==> config.mk <==
export PLATFORM = sky130hd
export DESIGN_NAME = tmds_symbol_decoder
export DESIGN_NICKNAME = d
export VERILOG_FILES = /design/src/rtl/tmds_symbol_decoder.sv
export SDC_FILE = /design/constraint.sdc
export NUM_CORES = 1
export LEC_CHECK = 0
export ABC_CLOCK_PERIOD_IN_PS = 3800
export CAP_MARGIN = 0
export CORE_UTILIZATION = 60
export CTS_BUF_LIST = sky130_fd_sc_hd__clkbuf_4 sky130_fd_sc_hd__clkbuf_8 sky130_fd_sc_hd__clkbuf_16
export CTS_CLUSTER_SIZE = 24
export DETAILED_ROUTE_END_ITERATION = 10
export PLACE_DENSITY = 0.82
export SLEW_MARGIN = 30
export SYNTH_ARGS = -nofsm -noshare
export SYNTH_HDL_FRONTEND = slang
export SYNTH_SLANG_ARGS = --single-unit
==> constraint.sdc <==
create_clock -name clk_pixel -period 3.8 [get_ports clk_pixel]
set_clock_uncertainty 0.05 [all_clocks]
set_input_delay 0.38 -clock clk_pixel [delete_from_list [all_inputs] [get_ports clk_pixel]]
set_output_delay 0.38 -clock clk_pixel [all_outputs]
set_load 0.02 [all_outputs]
==> src/rtl/tmds_symbol_decoder.sv <==
// Purpose : decode one TMDS lane (raw 10-bit gearbox words) into 8-bit pixel data or
//           C1/C0 control bits, recovering word alignment with a bit-slip search.
// Latency : 2 clk_pixel cycles from the 10-bit window to the registered outputs; no backpressure.
//
// Ports:
//   clk_pixel    pixel clock, one raw 10-bit word per cycle
//   resetn       synchronous active-low reset
//   in_word      raw unaligned deserialized bits, bit 0 = earliest received
//   out_data     decoded pixel byte (held during control periods)
//   out_de       1 = out_data is video data, 0 = control period
//   out_c        {C1,C0} of the last control token (held during video)
//   out_locked   word alignment locked
//   out_offset   current bit-slip offset 0..9
//   out_loss_cnt saturating count of lock losses (only with TMDS_LOCK_LOSS_CNT_EN)
//
// Build option: define TMDS_LOCK_LOSS_CNT_EN to add out_loss_cnt.

module tmds_symbol_decoder #(
    parameter int C_LOCK_RUN = 32,   // consecutive tokens needed to declare lock (2..255)
    parameter int C_TIMEOUT  = 4096  // cycles without a qualifying run before slip / unlock
) (
    input  logic       clk_pixel,
    input  logic       resetn,
    input  logic [9:0] in_word,
    output logic [7:0] out_data,
    output logic       out_de,
    output logic [1:0] out_c,
    output logic       out_locked,
    output logic [3:0] out_offset
`ifdef TMDS_LOCK_LOSS_CNT_EN
    ,
    output logic [7:0] out_loss_cnt
`endif
);

    localparam logic [7:0]  LOCK_RUN = 8'(C_LOCK_RUN);
    localparam logic [15:0] TO_LAST  = 16'(C_TIMEOUT - 1);

    typedef enum logic {
        SEARCH,
        LOCKED
    } state_t;

    state_t      state;
    logic [9:0]  prev;
    logic [9:0]  q_win;
    logic        tok;
    logic [1:0]  code;

    logic [9:0]  q1;
    logic        tok1;
    logic [1:0]  code1;

    logic [7:0]  run;
    logic [7:0]  run_nxt;
    logic        run_done;
    logic [15:0] timeout;
    logic        timeout_hit;
    logic [3:0]  offset_wrap;

`ifdef TMDS_LOCK_LOSS_CNT_EN
    logic [7:0]  loss_cnt;
    assign out_loss_cnt = loss_cnt;
`endif

    // TMDS data decode: undo the optional inversion, then the XOR/XNOR chain.
    function automatic logic [7:0] tmds_decode(input logic [9:0] s);
        logic [7:0] d;
        logic [7:0] o;
        d    = s[9] ? ~s[7:0] : s[7:0];
        o    = '0;
        o[0] = d[0];
        for (int i = 1; i < 8; i++) begin
            o[i] = s[8] ? (d[i] ^ d[i-1]) : ~(d[i] ^ d[i-1]);
        end
        return o;
    endfunction

    // The 20-bit window always contains one complete symbol at some offset 0..9;
    // prev holds the older (earlier received) bits in the low half.
    assign q_win = 10'({in_word, prev} >> out_offset);

    always_comb begin
        tok  = 1'b1;
        code = 2'b00;
        case (q_win)
            10'b1101010100: code = 2'b00;
            10'b0010101011: code = 2'b01;
            10'b0101010100: code = 2'b10;
            10'b1010101011: code = 2'b11;
            default:        tok  = 1'b0;
        endcase
    end

    // Run length of consecutive stage-1 tokens, saturating at the lock threshold.
    // Once saturated, every further token keeps run_done high, which is what holds
    // the timeout at zero during long blanking periods.
    assign run_nxt     = tok1 ? ((run == LOCK_RUN) ? run : run + 8'd1) : 8'd0;
    assign run_done    = (run_nxt == LOCK_RUN);
    assign timeout_hit = (timeout == TO_LAST);
    assign offset_wrap = (out_offset == 4'd9) ? 4'd0 : out_offset + 4'd1;

    always_ff @(posedge clk_pixel) begin
        if (!resetn) begin
            state      <= SEARCH;
            prev       <= '0;
            q1         <= '0;
            tok1       <= 1'b0;
            code1      <= 2'b00;
            run        <= '0;
            timeout    <= '0;
            out_data   <= '0;
            out_de     <= 1'b0;
            out_c      <= 2'b00;
            out_locked <= 1'b0;
            out_offset <= '0;
`ifdef TMDS_LOCK_LOSS_CNT_EN
            loss_cnt   <= '0;
`endif
        end else begin
            prev  <= in_word;

            // Stage 1: aligned symbol and its token classification.
            q1    <= q_win;
            tok1  <= tok;
            code1 <= code;

            // Stage 2: each output field holds while the other kind of symbol flows.
            if (tok1) begin
                out_de <= 1'b0;
                out_c  <= code1;
            end else begin
                out_de   <= 1'b1;
                out_data <= tmds_decode(q1);
            end

            // Alignment FSM. A run completion always beats a timeout in the same cycle.
            case (state)
                SEARCH: begin
                    if (run_done) begin
                        state      <= LOCKED;
                        out_locked <= 1'b1;
                        timeout    <= '0;
                        run        <= run_nxt;
                    end else if (timeout_hit) begin
                        // Slip one bit; the symbol in stage 1 now does not count.
                        out_offset <= offset_wrap;
                        run        <= '0;
                        timeout    <= '0;
                    end else begin
                        timeout <= timeout + 16'd1;
                        run     <= run_nxt;
                    end
                end
                LOCKED: begin
                    if (run_done) begin
                        timeout <= '0;
                        run     <= run_nxt;
                    end else if (timeout_hit) begin
                        // Offset is kept so a transient re-locks on the first search pass.
                        state      <= SEARCH;
                        out_locked <= 1'b0;
                        run        <= '0;
                        timeout    <= '0;
`ifdef TMDS_LOCK_LOSS_CNT_EN
                        if (loss_cnt != 8'hFF) begin
                            loss_cnt <= loss_cnt + 8'd1;
                        end
`endif
                    end else begin
                        timeout <= timeout + 16'd1;
                        run     <= run_nxt;
                    end
                end
            endcase
        end
    end

endmodule
# Word level (Yosys, flattened, before mapping)

Index checks and enable logic that the tools add are counted.

Flip-flop bits (word level): 64
Input bits: 12
Output and inout bits: 16
Logic and storage cells: 73

Add/subtract/negate cells: 3
Eq/ne operators: 11
Shifts and indexed selects: 1
Mux-type cells: 24
Bitwise logic cells: 18
Reduce and logical (&&, ||, !) cells: 4

Operator list:

| cell                                                                    | number |
|---|---|
| 8-bit 2-to-1 mux                                                        | 5 |
| 10-bit equality test, second input constant                             | 2 |
| 20-bit by 4-bit >> shifter with 10-bit output                           | 1 |
| 16-bit by 1-bit adder with 16-bit output, second input constant         | 1 |
| 16-bit by 12-bit equality test with 1-bit output, second input constant | 1 |
| 8-bit by 6-bit equality test with 1-bit output, second input constant   | 2 |
| 1-bit 2-to-1 mux                                                        | 15 |
| 10-bit by 8-bit equality test with 1-bit output, second input constant  | 1 |
| 10-bit by 9-bit equality test with 1-bit output, second input constant  | 1 |
| 1-bit inverter                                                          | 10 |
| 8-bit by 1-bit adder with 8-bit output, second input constant           | 1 |
| 8-bit inverter                                                          | 1 |
| 1-bit bitwise XOR                                                       | 7 |
| 2-bit one-hot mux with 3 select lines                                   | 1 |
| 3-bit AND reduction                                                     | 2 |
| 4-bit by 1-bit adder with 4-bit output, second input constant           | 1 |
| 4-bit equality test, second input constant                              | 1 |
| 4-bit 2-to-1 mux                                                        | 1 |
| 2-bit inequality test, second input constant                            | 2 |
| 1-bit one-hot mux with 2 select lines                                   | 2 |
| 4-bit OR reduction                                                      | 1 |
| 3-bit OR reduction                                                      | 1 |
| 2-bit by 1-bit inequality test with 1-bit output, second input constant | 1 |

# Logic depth before layout (Yosys ltp)

Gate-level depths: netlist of run 1.

Word-level depth: 6
Depth in mapped cells: 10
Depth with buffers taken out: 8

# Worst setup path after synthesis of run 1

No wires, ideal clock.

Path kind: flip-flop to flip-flop
From: reg out_offset[3]
To: reg code1[1]
Setup time: 0.059 ns
Arrival: 2.259 ns
Required time: 3.691 ns
Slack: 1.432 ns
Stages on the path, launching flop included: 9
Path buffers: 1
Period minus slack after synthesis: 2.368 ns
Cells stage by stage: dfxtp_1 buf_6 mux4_2 mux2_4 nand2_2 o221ai_2 or4b_4 nor3_2 a31o_1

Longest elaborated chain between the ends: 3
Elaborated cells between the ends (all ways): 5
Classes of those cells: eq/ne: 3; shift: 1; mux: 1

Ends and longest elaborated chain:

| what                                               | line | source |
|---|---|---|
| start, declared                                    | 29   | `output logic [3:0] out_offset` |
| start signal, assigned                             | 147  | `out_offset <= offset_wrap;` |
| 20-bit by 4-bit >> shifter with 10-bit output (*)  | 81   | `assign q_win = 10'({in_word, prev} >> out_offset);` |
| 10-bit equality test, or another cell as far along | 86   | `case (q_win)` |
| 2-bit one-hot mux with 3 select lines (*)          | 86   |  |
| end signal, assigned                               | 126  | `code1 <= code;` |
| end, declared                                      | 52   | `logic [1:0] code1;` |

Mark *: on every way between the ends. The rest lies on a longest branch, timed or not.
A chain may end at the register's enable or synchronous reset.

# Final worst setup path of run 1

From: reg out_offset[0]
To: reg code1[1]

Same word-level chain as after synthesis.

==> flow_summary.yaml, run 1 <==
status:
  status: "completed"
logic_synthesis:
  syn_nets: 368
  synth_top_area_cell: "dfxtp_1"
  synth_seq_area_share_pct: 37.5
  synth_top_area_share_pct: 37.5
  synth_ff_type: "dfxtp_1"
  syn_inst: 353
  synth_common_cells: "dfxtp_1, nor2_1, nand2_1, xor2_1, and2_1"
  syn-cell-area_um2: 3420
  async_flop_share_pct: 0
  synth_edf_count: 0
  yosysMostFrequentCell: "dfxtp_1"
  syn_area_per_cell_um2: 9.68
  ys.warnings.count: 0
  yosys-top-cells-area: "dfxtp_1, mux4_2, nor2_1, xor2_1, mux2i_1"
  ys_ff_latch: 64
  synthDistinctLibCells: 57
timing:
  rsz0062_at_grt: "no"
  hold_slack_ps: 420
  fin_tns_setup_ps: 0
  max_freq_mhz: 368
  fin_crit_sh_pct: 71.6
  drv_slew: 0
  period_needed_ps: 2720
  finalHoldViolCount: 0
  worstMarginPinSlew_ps: 832
  relSlewSlack_pct: 44.5
  final-setup-viol-count: 0
critical_path:
  start_kind: "register"
  arrival_ps: 2960
  endpoint_kind: "register"
  crit_type: "register to register"
  worstPathRequired_ps: 4040
  critPathMaxFanout: 18
min_path:
  hp-class: "register to register"
clocking:
  post-cts-setup-buffers: 0
  clock-sinks: 64
  hold_buffers: 0
  cts_max_path_buffers: 2
  cts_buffers: 9
  cts_tree: "yes"
  htree_levels: 3
  cts-root-buf: "clkbuf_8"
  clock_latency_ps: 340
  cts_resized: 0
  path_clk_slew_ps: 70
die:
  rows: 27
  die_x_um: 77.5
  die_y_um: 77.5
  io-pin-count: 28
  core_area_um2: 5510
  fp.dieArea_um2: 6000
  initial_core_util_pct: 62.0
run:
  maxCapViolCount: 0
power:
  comb_power_share_pct: 8.6
  seq_power_share_pct: 48.4
  p_int_mw: 1.12
  power_leakage_nw: 1.44
  pwr-share-clk_pct: 42.9
  sw_frac_of_total_pct: 23.4
  ir_worst_vdd_uv: 268
  p_per_area_nw_per_um2: 379
  p_sw_mw: 0.342
placed_design:
  place_congestion: 0.897
  dp_hpwl_mm: 4.77
  port_buffers: 27
route:
  vias: 2562
  drt_iter0_drc: 90
  dr.pass1.iters: 4
  drtAntennaViolNets: 0
  wl_per_cell_um: 14.9
  drc: 0
  viasPerCell: 5.66
  wirelength_mm: 6.76
cells_and_area:
  drive_above_1_share_pct: 13.9
  area_growth_syn_to_layout_pct: 12.8
  nets: 392
  diodes: 0
global_route:
  grt_use_total_pct: 24.8
  grt_pass1_wl_mm: 11.6
  antenna_found_initial: 0
  grt-ovfl-total: 0
  grt_max_degree: 22
  grt_pass1_vias: 2522
-- registers in the layout (all words and copies together) (netlist names), 2 cells and up --
signal      cells
prev           10
out_data        8
out_offset      4
run             8
out_c           2
timeout        16
q1             10
code1           2
-- cells in the final DEF, fill, tap and decap left out, types with 3 or more instances in the layout --
cell type,n
dfxtp_1,64
nor2_1,57
clkdlybuf4s50_1,27
nand2_1,24
xor2_1,22
and2_1,18
a21oi_1,14
xnor2_1,14
inv_1,13
mux4_2,13
mux2i_1,13
nand3_1,11
clkbuf_8,9
mux2_2,6
buf_4,6
nand4_1,5
nor3_1,4
a31oi_1,3
o21ai_0,3
ha_1,3
clkinv_2,3
-- path summary, 6_finish.rpt --
check | startpoint | endpoint | depth (start not counted) | slack (ps)
worst min register to register | timeout[0] | timeout[0] | 1 | 420
worst max-delay path | out_offset[0] | code1[1] | 7 | 1080
worst max register to register | out_offset[0] | code1[1] | 7 | 1080
worst min-delay path | timeout[0] | timeout[0] | 1 | 420
-- power groups by stage --
stage,registers [mW],clock network [mW],logic (mW)
floorplan,0.729,0,0.0682
global placement,0.721,0,0.122
detailed placement,0.723,0,0.125
CTS,0.708,0.643,0.126
global route,0.710,0.678,0.138
finish,0.708,0.627,0.126
-- critical path: stages (launching register included) --
cell,delay (ps)
dfxtp_1,860
buf_4,310
mux4_2,540
a211oi_1,260
a21o_1,170
nand4_1,110
nor2_1,200
a31o_1,160
-- stage by stage --
step / setup WS [ps] / power [mW] / utilization [%] / cell area [um2] / cells
2_1_floorplan: 1430 / 0.797 / - / 3420 / 353
3_3_place_gp: 1130 / 0.844 / 66.2 / 3650 / 438
3_5_place_dp: 1100 / 0.848 / 66.2 / 3650 / 438
4_1_cts: 1090 / 1.48 / 70.0 / 3850 / 453
5_1_grt: 894 / 1.53 / 70.0 / 3850 / 453
6_report: 1080 / 1.46 / 70.0 / 3850 / 453
-- per-layer routing --
layer  track usage, %  share of wire (%)  up-vias
met5                0                  0        -
met4             9.81                2.0        0
met3             7.29                4.1       18
met2             40.5                 49       55
met1             30.7                 45     1222
li1                 -                  -     1267
-- final cells by class --
class / count / area [um2]
clock inverter: 6 / 83.8
clock buffer: 9 / 124
tap: 72 / 90.1
sequential: 64 / 1280
timing repair buffer: 33 / 315
multi-input combinational: 255 / 1910
inverter: 14 / 52.6
fill: 456 / 1650
-- cell families after synthesis --
| kind of cell | count (synthesis) | share of synthesized area [%] |
|---|---|---|
| AOI/OAI and AO/OA | 40 | 8.24 |
| xor gates and xnor gates | 36 | 9.23 |
| muxes | 37 | 17.0 |
| buffers and inverters | 34 | 6.67 |
| adders and majority gates | 3 | 1.10 |
| DFF | 64 | 37.5 |
| and+or+nand+nor | 139 | 20.3 |
Note: power is estimated with default switching activity, not from simulation.
==> run 2: changes to the inputs <==
- ABC_CLOCK_PERIOD_IN_PS: 3800 -> 2800
- CORE_UTILIZATION: 60 -> 58
- PLACE_DENSITY: 0.82 -> 0.8
- clock period: 3.8 -> 2.8 ns (I/O delays scaled with it)
==> flow_summary.yaml, run 2 (synthesis gave the netlist of run 1 again) <==
status:
  status: "completed"
timing:
  fin_crit_sh_pct: 88.9
  final-setup-viol-count: 0
  relSlewSlack_pct: 59.3
  worstMarginPinSlew_ps: 610
  rsz0062_at_grt: "no"
  max_freq_mhz: 402
  finalHoldViolCount: 0
  hold_slack_ps: 427
  period_needed_ps: 2490
  fin_tns_setup_ps: 0
  setup_slack_ps: 312
  drv_slew: 0
placed_design:
  postPlaceCellArea_um2: 3690
  post-place-ws_ps: 188
  dp_hpwl_mm: 4.85
  place_congestion: 0.893
  port_buffers: 27
cells_and_area:
  final_cell_mix: "dfxtp_1, nor2_1, clkdlybuf4s50_1"
  diodes: 0
  largest-register: "timeout"
  nets: 396
  drive_above_1_share_pct: 15.0
  largest_reg_flops: 16
  layout_commonest_cell: "dfxtp_1"
  area_growth_syn_to_layout_pct: 13.3
  finalInstanceArea_um2: 3870
  reg_top3: "timeout: 16 flops, prev: 10 flops, q1: 10 flops"
critical_path:
  crit_type: "register to register"
  endpoint_kind: "register"
  crit_chain: "mux4_2 > nand2_1 > o211a_1 > a31oi_1 > or4b_4 > nor3_2 > a31o_1"
  start_kind: "register"
  cp_slowest_cell: "dfxtp_1"
  critPathMaxFanout: 12
  worstPathRequired_ps: 3040
  r2r_slack_ps: 310
  cp_num_buf_inv: 0
  arrival_ps: 2730
  critical-path-top-delay-family: "simple AND/OR/NAND/NOR gates"
  critPathMaxStageDelay_ps: 710
clocking:
  cts_tree: "yes"
  hold_buffers: 0
  post-cts-setup-buffers: 0
  path_clk_slew_ps: 70
  clock-sinks: 64
  cts_buffers: 9
  htree_levels: 3
  cts-root-buf: "clkbuf_8"
  cts_resized: 0
  cts_max_path_buffers: 2
  clock_latency_ps: 350
route:
  vias: 2542
  viasPerCell: 5.55
  drtAntennaViolNets: 0
  drt_iter0_drc: 100
  dr.pass1.iters: 4
  drc: 0
  wirelength_mm: 6.69
  wl_per_cell_um: 14.6
die:
  die_x_um: 78.7
  initial_core_util_pct: 60.9
  core_area_um2: 5610
  fp.dieArea_um2: 6200
  die_y_um: 78.7
  rows: 27
  io-pin-count: 28
global_route:
  grt-ovfl-total: 0
  antenna_found_initial: 0
  grt_pass1_vias: 2367
  grt_max_degree: 26
  grt_pass1_wl_mm: 11.1
  grt_use_total_pct: 23.3
run:
  maxCapViolCount: 0
power:
  ir_worst_vdd_uv: 415
  power_leakage_nw: 1.44
  p_per_area_nw_per_um2: 480
min_path:
  hp-class: "register to register"
run 2: changes by cell type in the layout (fill, tap and decap cells not counted), sizes merged:
cell / delta
bufinv: -2
clkinvlp: +2
buf: +4
clkbuf: +1
run 2: area by class of cell:
| class | instances | area [um2] |
|---|---|---|
| Multi-Input combinational cell | 255 | 1910 |
| Fill cell | 457 | 1740 |
| Sequential cell | 64 | 1280 |
| Timing Repair Buffer | 37 | 358 |
| Clock buffer | 10 | 138 |
| Tap cell | 72 | 90.1 |
| Inverter | 14 | 52.6 |
| Clock inverter | 6 | 42.5 |
run 2: metal layers:
layer	track usage, %	part of all wire [%]	wire (um)	up-vias
met1	29.5	47	3140	1204
li1	-	-	-	1281
met5	0	0	0	-
met3	7.13	3.7	245	16
met2	37.7	47	3170	41
met4	8.33	2.0	132	0
run 2: final timing paths:
kind	startpoint	to	cells past startpoint
max	out_offset[0]	code1[1]	7
min	timeout[0]	timeout[0]	1
min reg2reg	timeout[0]	timeout[0]	1
max reg2reg	out_offset[0]	code1[1]	7
run 2: metrics by stage:
stage                     util [%]  cells  power (mW)
after floorplan                  -    353        1.08
after global placement        65.8    442        1.15
after detailed placement      65.8    442        1.15
after CTS                     69.0    458        1.87
after global routing          69.0    458        1.94
final                         69.0    458        1.86
run 2: power breakdown:
part | leakage, nW | internal [mW] | switching [mW]
sequential | 0.523 | 0.939 | 0.0206
clock | 0.0887 | 0.346 | 0.378
combinational | 0.831 | 0.0880 | 0.0867
total | 1.44 | 1.37 | 0.485
run 2: worst register-to-register path: cells and delay by family (launching register included):
kind	cells	cell delay (ps)
AND/OR/NAND/NOR	3	790
flip-flops	1	710
multiplexers	1	580
AO/OA/AOI/OAI	3	320
==> run 3: changes to the inputs <==
- ABC_AREA: default -> 1
- CORE_UTILIZATION: 58 -> 55
- PLACE_DENSITY: 0.8 -> 0.76
==> flow_summary.yaml, run 3 <==
critical_path:
  arrival_ps: 2350
  start_kind: "register"
  critPathMaxFanout: 23
  endpoint_kind: "register"
  reg2reg_from: "tok1"
  crit_type: "register to register"
  worstPathRequired_ps: 2980
  crit_start: "tok1"
die:
  fp.dieArea_um2: 6570
  rows: 28
  die_x_um: 81.1
  initial_core_util_pct: 57.4
  core_area_um2: 5990
  die_y_um: 81.1
  io-pin-count: 28
cells_and_area:
  final_cell_mix: "nand2_1, nand3_1, dfxtp_1"
  finalInstanceArea_um2: 3960
  layout_commonest_cell: "nand2_1"
  drive_above_1_share_pct: 6.40
  diodes: 0
  reg_top3: "timeout: 16 flops, prev: 10 flops, q1: 10 flops"
  postLayoutCoreUtil_pct: 66.1
  area_growth_syn_to_layout_pct: 15.1
  fin_cells: 622
  largest-register: "timeout"
  largest_reg_flops: 16
  nets: 557
global_route:
  grt_max_degree: 24
  grt_use_total_pct: 26.6
  antenna_found_initial: 0
  grt-ovfl-total: 0
  grt_pass1_vias: 3126
  grt_pass1_wl_mm: 13.4
logic_synthesis:
  async_flop_share_pct: 0
  synth_edf_count: 0
  synthDistinctLibCells: 32
  syn-cell-area_um2: 3440
  syn_area_per_cell_um2: 6.65
  ys_ff_latch: 64
  syn_inst: 517
  synth_top_area_cell: "dfxtp_1"
  synth_seq_area_share_pct: 37.2
  yosys-top-cells-area: "dfxtp_1, nand2_1, nand3_1, nor2_1, inv_1"
  synth_common_cells: "nand2_1, nand3_1, dfxtp_1, nor2_1, inv_1"
  syn_nets: 532
  synth_ff_type: "dfxtp_1"
  synth_top_area_share_pct: 37.2
  ys.warnings.count: 0
  yosysMostFrequentCell: "nand2_1"
timing:
  period_needed_ps: 2160
  final-setup-viol-count: 0
  worstMarginPinSlew_ps: 662
  drv_slew: 0
  fin_tns_setup_ps: 0
  fin_crit_sh_pct: 77.3
  finalHoldViolCount: 0
  max_freq_mhz: 462
  rsz0062_at_grt: "no"
  relSlewSlack_pct: 55.8
route:
  drt_iter0_drc: 177
  vias: 3322
  dr.pass1.iters: 6
  drc: 0
  wl_per_cell_um: 12.5
  viasPerCell: 5.34
  drtAntennaViolNets: 0
  wirelength_mm: 7.80
power:
  ir_worst_vdd_uv: 323
  finalPower_mw: 2.01
  power_leakage_nw: 1.75
  p_per_area_nw_per_um2: 508
clocking:
  path_clk_slew_ps: 70
  cts-root-buf: "clkbuf_8"
  cts_tree: "yes"
  htree_levels: 3
  post-cts-setup-buffers: 0
  cts_max_path_buffers: 2
  cts_resized: 0
  clock-sinks: 64
  cts_buffers: 9
  hold_buffers: 0
  clock_latency_ps: 320
status:
  status: "completed"
min_path:
  hp-class: "register to register"
  min_from: "timeout[0]"
run:
  maxCapViolCount: 0
placed_design:
  place_congestion: 0.882
  port_buffers: 27
  dp_hpwl_mm: 5.86
  placed_cells: 606
  postPlaceCellArea_um2: 3730
## run 3: path summary, 6_finish.rpt
check / endpoint / slack, ps / depth (start not counted)
max: timeout[4] / 640 / 8
min: timeout[0] / 400 / 1
max reg2reg: timeout[4] / 640 / 8
min reg2reg: timeout[0] / 400 / 1
## run 3: worst max-delay path: stages (launching register included)
cell,delay (ps)
dfxtp_1,570
inv_1,310
nor2_1,170
o211ai_1,130
nand2_1,80
nor2_1,50
nand2_2,160
nand3b_4,260
nor3b_1,280
## run 3: area by class of cell
class / count / area [um2]
clock inverters: 3 / 65.1
well taps: 75 / 93.8
clock buffers: 13 / 160
fillers: 558 / 2030
inverters: 47 / 176
multi-input cells: 389 / 1880
repair buffers: 31 / 300
flip-flops and latches: 64 / 1280
## run 3: kinds of logic after synthesis
group,Yosys count,synth area share [%]
AOI/OAI and AO/OA,46,7.17
adders and majority gates,3,1.09
buffers and inverters,64,8.08
DFF,64,37.2
and+or+nand+nor,318,40.8
xor gates and xnor gates,22,5.60
## run 3: power breakdown
group,internal (mW),switching [mW]
registers,0.940,0.0149
clock network,0.555,0.333
logic,0.0724,0.0959
total,1.57,0.444
## run 3: stage by stage
step                setup slack [ps]  hold slack [ps]
global placement                 679              383
global route                     399              433
floorplan                       1140              323
finish                           636              400
CTS                              650              405
detailed placement               674              394
## run 3: metal layers
layer	vias up	track usage (%)	routed length [um]
met5	-	0	0
met4	0	9.82	176
met3	16	5.39	321
met2	77	47.7	3800
met1	1506	31.0	3500
li1	1723	-	-
==> variant 1 (config.mk and constraints of run 3) <==
Put one more register stage on the output `out_locked`, without a reset. The value now appears one clock later. The other outputs are not delayed to match.
--- a/src/rtl/tmds_symbol_decoder.sv
+++ b/src/rtl/tmds_symbol_decoder.sv
@@ -40,6 +40,8 @@
         SEARCH,
         LOCKED
     } state_t;
+
+    logic out_locked_s0;
 
     state_t      state;
     logic [9:0]  prev;
@@ -112,7 +114,7 @@
             out_data   <= '0;
             out_de     <= 1'b0;
             out_c      <= 2'b00;
-            out_locked <= 1'b0;
+            out_locked_s0 <= 1'b0;
             out_offset <= '0;
 `ifdef TMDS_LOCK_LOSS_CNT_EN
             loss_cnt   <= '0;
@@ -139,7 +141,7 @@
                 SEARCH: begin
                     if (run_done) begin
                         state      <= LOCKED;
-                        out_locked <= 1'b1;
+                        out_locked_s0 <= 1'b1;
                         timeout    <= '0;
                         run        <= run_nxt;
                     end else if (timeout_hit) begin
@@ -159,7 +161,7 @@
                     end else if (timeout_hit) begin
                         // Offset is kept so a transient re-locks on the first search pass.
                         state      <= SEARCH;
-                        out_locked <= 1'b0;
+                        out_locked_s0 <= 1'b0;
                         run        <= '0;
                         timeout    <= '0;
 `ifdef TMDS_LOCK_LOSS_CNT_EN
@@ -176,4 +178,8 @@
         end
     end
 
+    always_ff @(posedge clk_pixel) begin
+        out_locked <= out_locked_s0;
+    end
+
 endmodule
Check against the original RTL: same outputs for any inputs over 10 cycles, from zero or initial values and one cycle with resetn low; that may be too few to reach the edited logic, so the function may still have changed.
==> variant 1 against run 3 <==
- cell count fell by 0.80%
- die area decreased by 0.53%
- sequential cell count grew 1
- global-route usage decreased by 2.2 points
- non-clock buffer count increased by 1
- sequential power rose by 2%
- wire length down 6.5%
- setup slack better by 0.041 ns
- synthesized area decreased by 0.55%
- design area down 1.9%
- clock power fell by 23%
- combinational power is 2% lower
- total power is 9.8% lower
- critical endpoint unchanged
- largest cell class unchanged
- largest power group unchanged
==> variant 1: results (changes against run 3) <==
metric,value,unit,change
critical path's largest stage delay,0.39,ns,-0.18 ns
first-pass GRT wire length,12.34,mm,-7.7%
slew of the pin with the lowest slew margin,0.6303,ns,-0.03147 ns
vias in the first global route,2834,,-9.3%
pre-CTS setup slack,0.6679,ns,-0.005829 ns
post-synthesis compound-gate area fraction,7.206,%,+0.039 points
Worst EP arrival,2.32,ns,-0.03 ns
Gate power share,9.0,%,+0.6 points
Worst VDD drop,353.5,µV,+9.4%
most common library cells after synthesis,"nand2_1 (138), nand3_1 (88), dfxtp_1 (65)",,
worst hold path endpoint,out_locked,,
Int Pwr,1372,µW,-12%
Detail Placement HPWL,5.494,mm,-6.2%
net count after synthesis,529,,-0.56%
routed vias/inst,5.339,,about the same
"Worst Setup Slack, final",0.6762,ns,+0.04059 ns
largest net degree at the start of global routing,25,,+4.2%
Placed Cells,602,,-0.66%
Nets,553,,-0.72%
status,finished clean,,
first-pass iteration count of the detailed router,7,,+1
adder-cell share of the synthesized area,1.097,%,+0.0060 points
Comb power,164,µW,-2%
Area Growth Syn to Fin,13.50,%,
ratio of cells with drive above 1 in the final layout,5.904,%,-0.49 points
cells on worst reg2reg path,12,,+4
placement-stage cell area,3717,µm²,-0.40%
global placement routability congestion,0.9333,,+5.9%
-- variant 1: cell count changes after synthesis, moves of 2 or more --
| cell | delta |
|---|---|
| a21oi_1 | +6 |
| inv_1 | +6 |
| nor2_1 | -6 |
| nand2_1 | -3 |
| o21ai_1 | -3 |
| a21oi_2 | -2 |
| buf_1 | +2 |
| nor2_2 | -2 |
| o21ai_0 | +2 |
-- variant 1: final cells by class --
class	count	area, µm²
fillers	564	2073
multi-input cells	378	1819
flip-flops and latches	65	1301
repair buffers	32	307.8
inverters	52	195.2
clock buffers	12	146.4
well taps	75	93.84
clock inverters	3	18.77
-- variant 1: layer usage --
layer,GRT usage (%),vias up,part of all wire [%]
li1,-,1707,-
met2,42.61,81,49
met5,0,-,0
met3,6.854,13,4.5
met4,6.786,0,1.6
met1,29.00,1493,45
==> variant 2 (settings of run 3) <==
Without the edit above. The option `TMDS_LOCK_LOSS_CNT_EN` is turned on by a define.
--- a/src/rtl/tmds_symbol_decoder.sv
+++ b/src/rtl/tmds_symbol_decoder.sv
@@ -14,6 +14,8 @@
 //   out_loss_cnt saturating count of lock losses (only with TMDS_LOCK_LOSS_CNT_EN)
 //
 // Build option: define TMDS_LOCK_LOSS_CNT_EN to add out_loss_cnt.
+
+`define TMDS_LOCK_LOSS_CNT_EN
 
 module tmds_symbol_decoder #(
     parameter int C_LOCK_RUN = 32,   // consecutive tokens needed to declare lock (2..255)
Check against the original RTL (old outputs only; new: out_loss_cnt): equivalent (equiv_simple and equiv_induct, registers matched by name and starting in step).
==> variant 2 against run 3 <==
- design area increased by 14%
- die area increased by 14%
- sequential cell count increased by 8
- synthesized cell count increased by 12%
- maximum frequency increased by 6.9%
- setup slack improved by 0.14 ns
- global-route usage decreased by 1.8 points
- synthesized area increased by 14%
- sequential share of layout area decreased by 0.36 points
- worst hold slack improved by 0.0037 ns
- wire length increased by 9.3%
- first-iteration DRC count increased by 4.0%
- total power increased by 6.1%
==> variant 2: results (changes against run 3) <==
metric,value,unit,change
status,finished clean,,
Port Buffer Count,35,,+30%
Detail Placement HPWL,6.364,mm,+8.7%
worst-path fanout max,8,,-65%
Worst EP arrival,2.22,ns,-0.13 ns
maximum root-to-sink buffer count,2,,unchanged
critical path's largest stage delay,0.36,ns,-0.21 ns
Fin Hold WS,0.4040,ns,+0.003652 ns
vias in the first global route,3371,,+7.8%
Yosys Warn Count,0,,unchanged
Post-CTS Setup Bufs,0,,unchanged
largest net degree at the start of global routing,25,,+4.2%
Num CTS Buffers,9,,unchanged
Nets,623,,+12%
slew of the pin with the lowest slew margin,0.6480,ns,-0.01377 ns
clk_lat worst skew,0.36,ns,+0.04 ns
asr flop ratio synth,0,%,unchanged
clock slew at reported path FFs,0.08,ns,
"Seq/Total Area, Yosys",36.79,%,-0.46 points
Worst VDD drop,360.4,µV,+11%
antenna diode count,0,,unchanged
first-pass iteration count of the detailed router,5,,-1
Synth cell types,36,,+13%
initial antenna violation count,0,,unchanged
filler instances,638,,+14%
reg2reg setup slack,0.78,ns,+0.14 ns
Lkg Pwr,0.002033,µW,+16%
initial DRC count,184,,+4.0%
Largest regs,"timeout: 16 flops, prev: 10 flops, q1: 10 flops",,
Post-CTS Resized,0,,unchanged
most area-consuming cells after synthesis,"dfxtp_1 (37%), nand2_1 (14%), nand3_1 (12%), nor2_1 (5.9%), inv_1 (4.5%)",,
first-pass GRT wire length,14.72,mm,+10%
net count after synthesis,595,,+12%
CTS Root Buffer Type,clkbuf_8,,
ratio of cells with drive above 1 in the final layout,8.660,%,+2.3 points
Hold Crit Class,flip-flop to flip-flop,,
global placement routability congestion,0.8532,,-3.2%
"commonest non-fill, non-tap cell in the layout",nand2_1,,
most common library cells after synthesis,"nand2_1 (147), nand3_1 (91), dfxtp_1 (72)",,
DRT Wirelength,8.524,mm,+9.3%
CTS H-tree lvls,3,,unchanged
total global-route track usage,24.76,%,-1.8 points
Post-synth top flop,dfxtp_1,,
via count,3722,,+12%
variant 2: metrics by stage:
step	area, µm²	setup WS, ns	cells	util (%)	total power [µW]
floorplan	3918	1.063	579	-	1191
global placement	4287	0.8338	692	62.75	1254
detailed placement	4287	0.7648	692	62.75	1257
CTS	4502	0.7663	708	65.90	2157
global route	4502	0.5356	708	65.90	2222
finish	4502	0.7755	708	65.90	2134
variant 2: critical path, delay by kind of cell (launching register included):
| kind | cells | cell delay (ns) |
|---|---|---|
| DFF | 1 | 0.36 |
| and+or+nand+nor | 6 | 0.91 |
| adders and majority gates | 1 | 0.17 |
| buffers and inverters | 3 | 0.36 |
| AOI/OAI and AO/OA | 1 | 0.07 |
variant 2: path summary, 6_finish.rpt:
path / from / to / cells past startpoint
max: timeout[0] / out_loss_cnt[2] / 11
min: timeout[0] / timeout[0] / 1
max reg2reg: timeout[0] / out_loss_cnt[2] / 11
min reg2reg: timeout[0] / timeout[0] / 1
variant 2: final cells by class:
class	instances	area share, %
multi-input combinational	423	46.66
sequential	72	32.02
timing repair buffer	42	8.949
inverter	59	4.919
clock buffer	10	2.918
tap	96	2.668
clock inverter	6	1.862
variant 2: kinds of logic after synthesis:
group	after synthesis	synth area share, %
buffers and inverters	84	9.582
AND/OR/NAND/NOR	343	39.41
AO/OA/AOI/OAI	48	6.676
XOR/XNOR	28	6.260
adder cells (fa/ha/maj)	4	1.278
flip-flops	72	36.79
variant 2: per-layer routing:
layer	part of all wire [%]	GRT usage, %
met1	46	31.51
met2	47	41.34
met3	4.8	6.095
met4	1.8	7.727
met5	0	0
variant 2: report_power, final:
part / switching (µW) / leakage, µW / internal (µW)
sequential: 16.0 / 0.000588 / 1050
clock: 392 / 0.000113 / 508
combinational: 93.1 / 0.00133 / 72.0
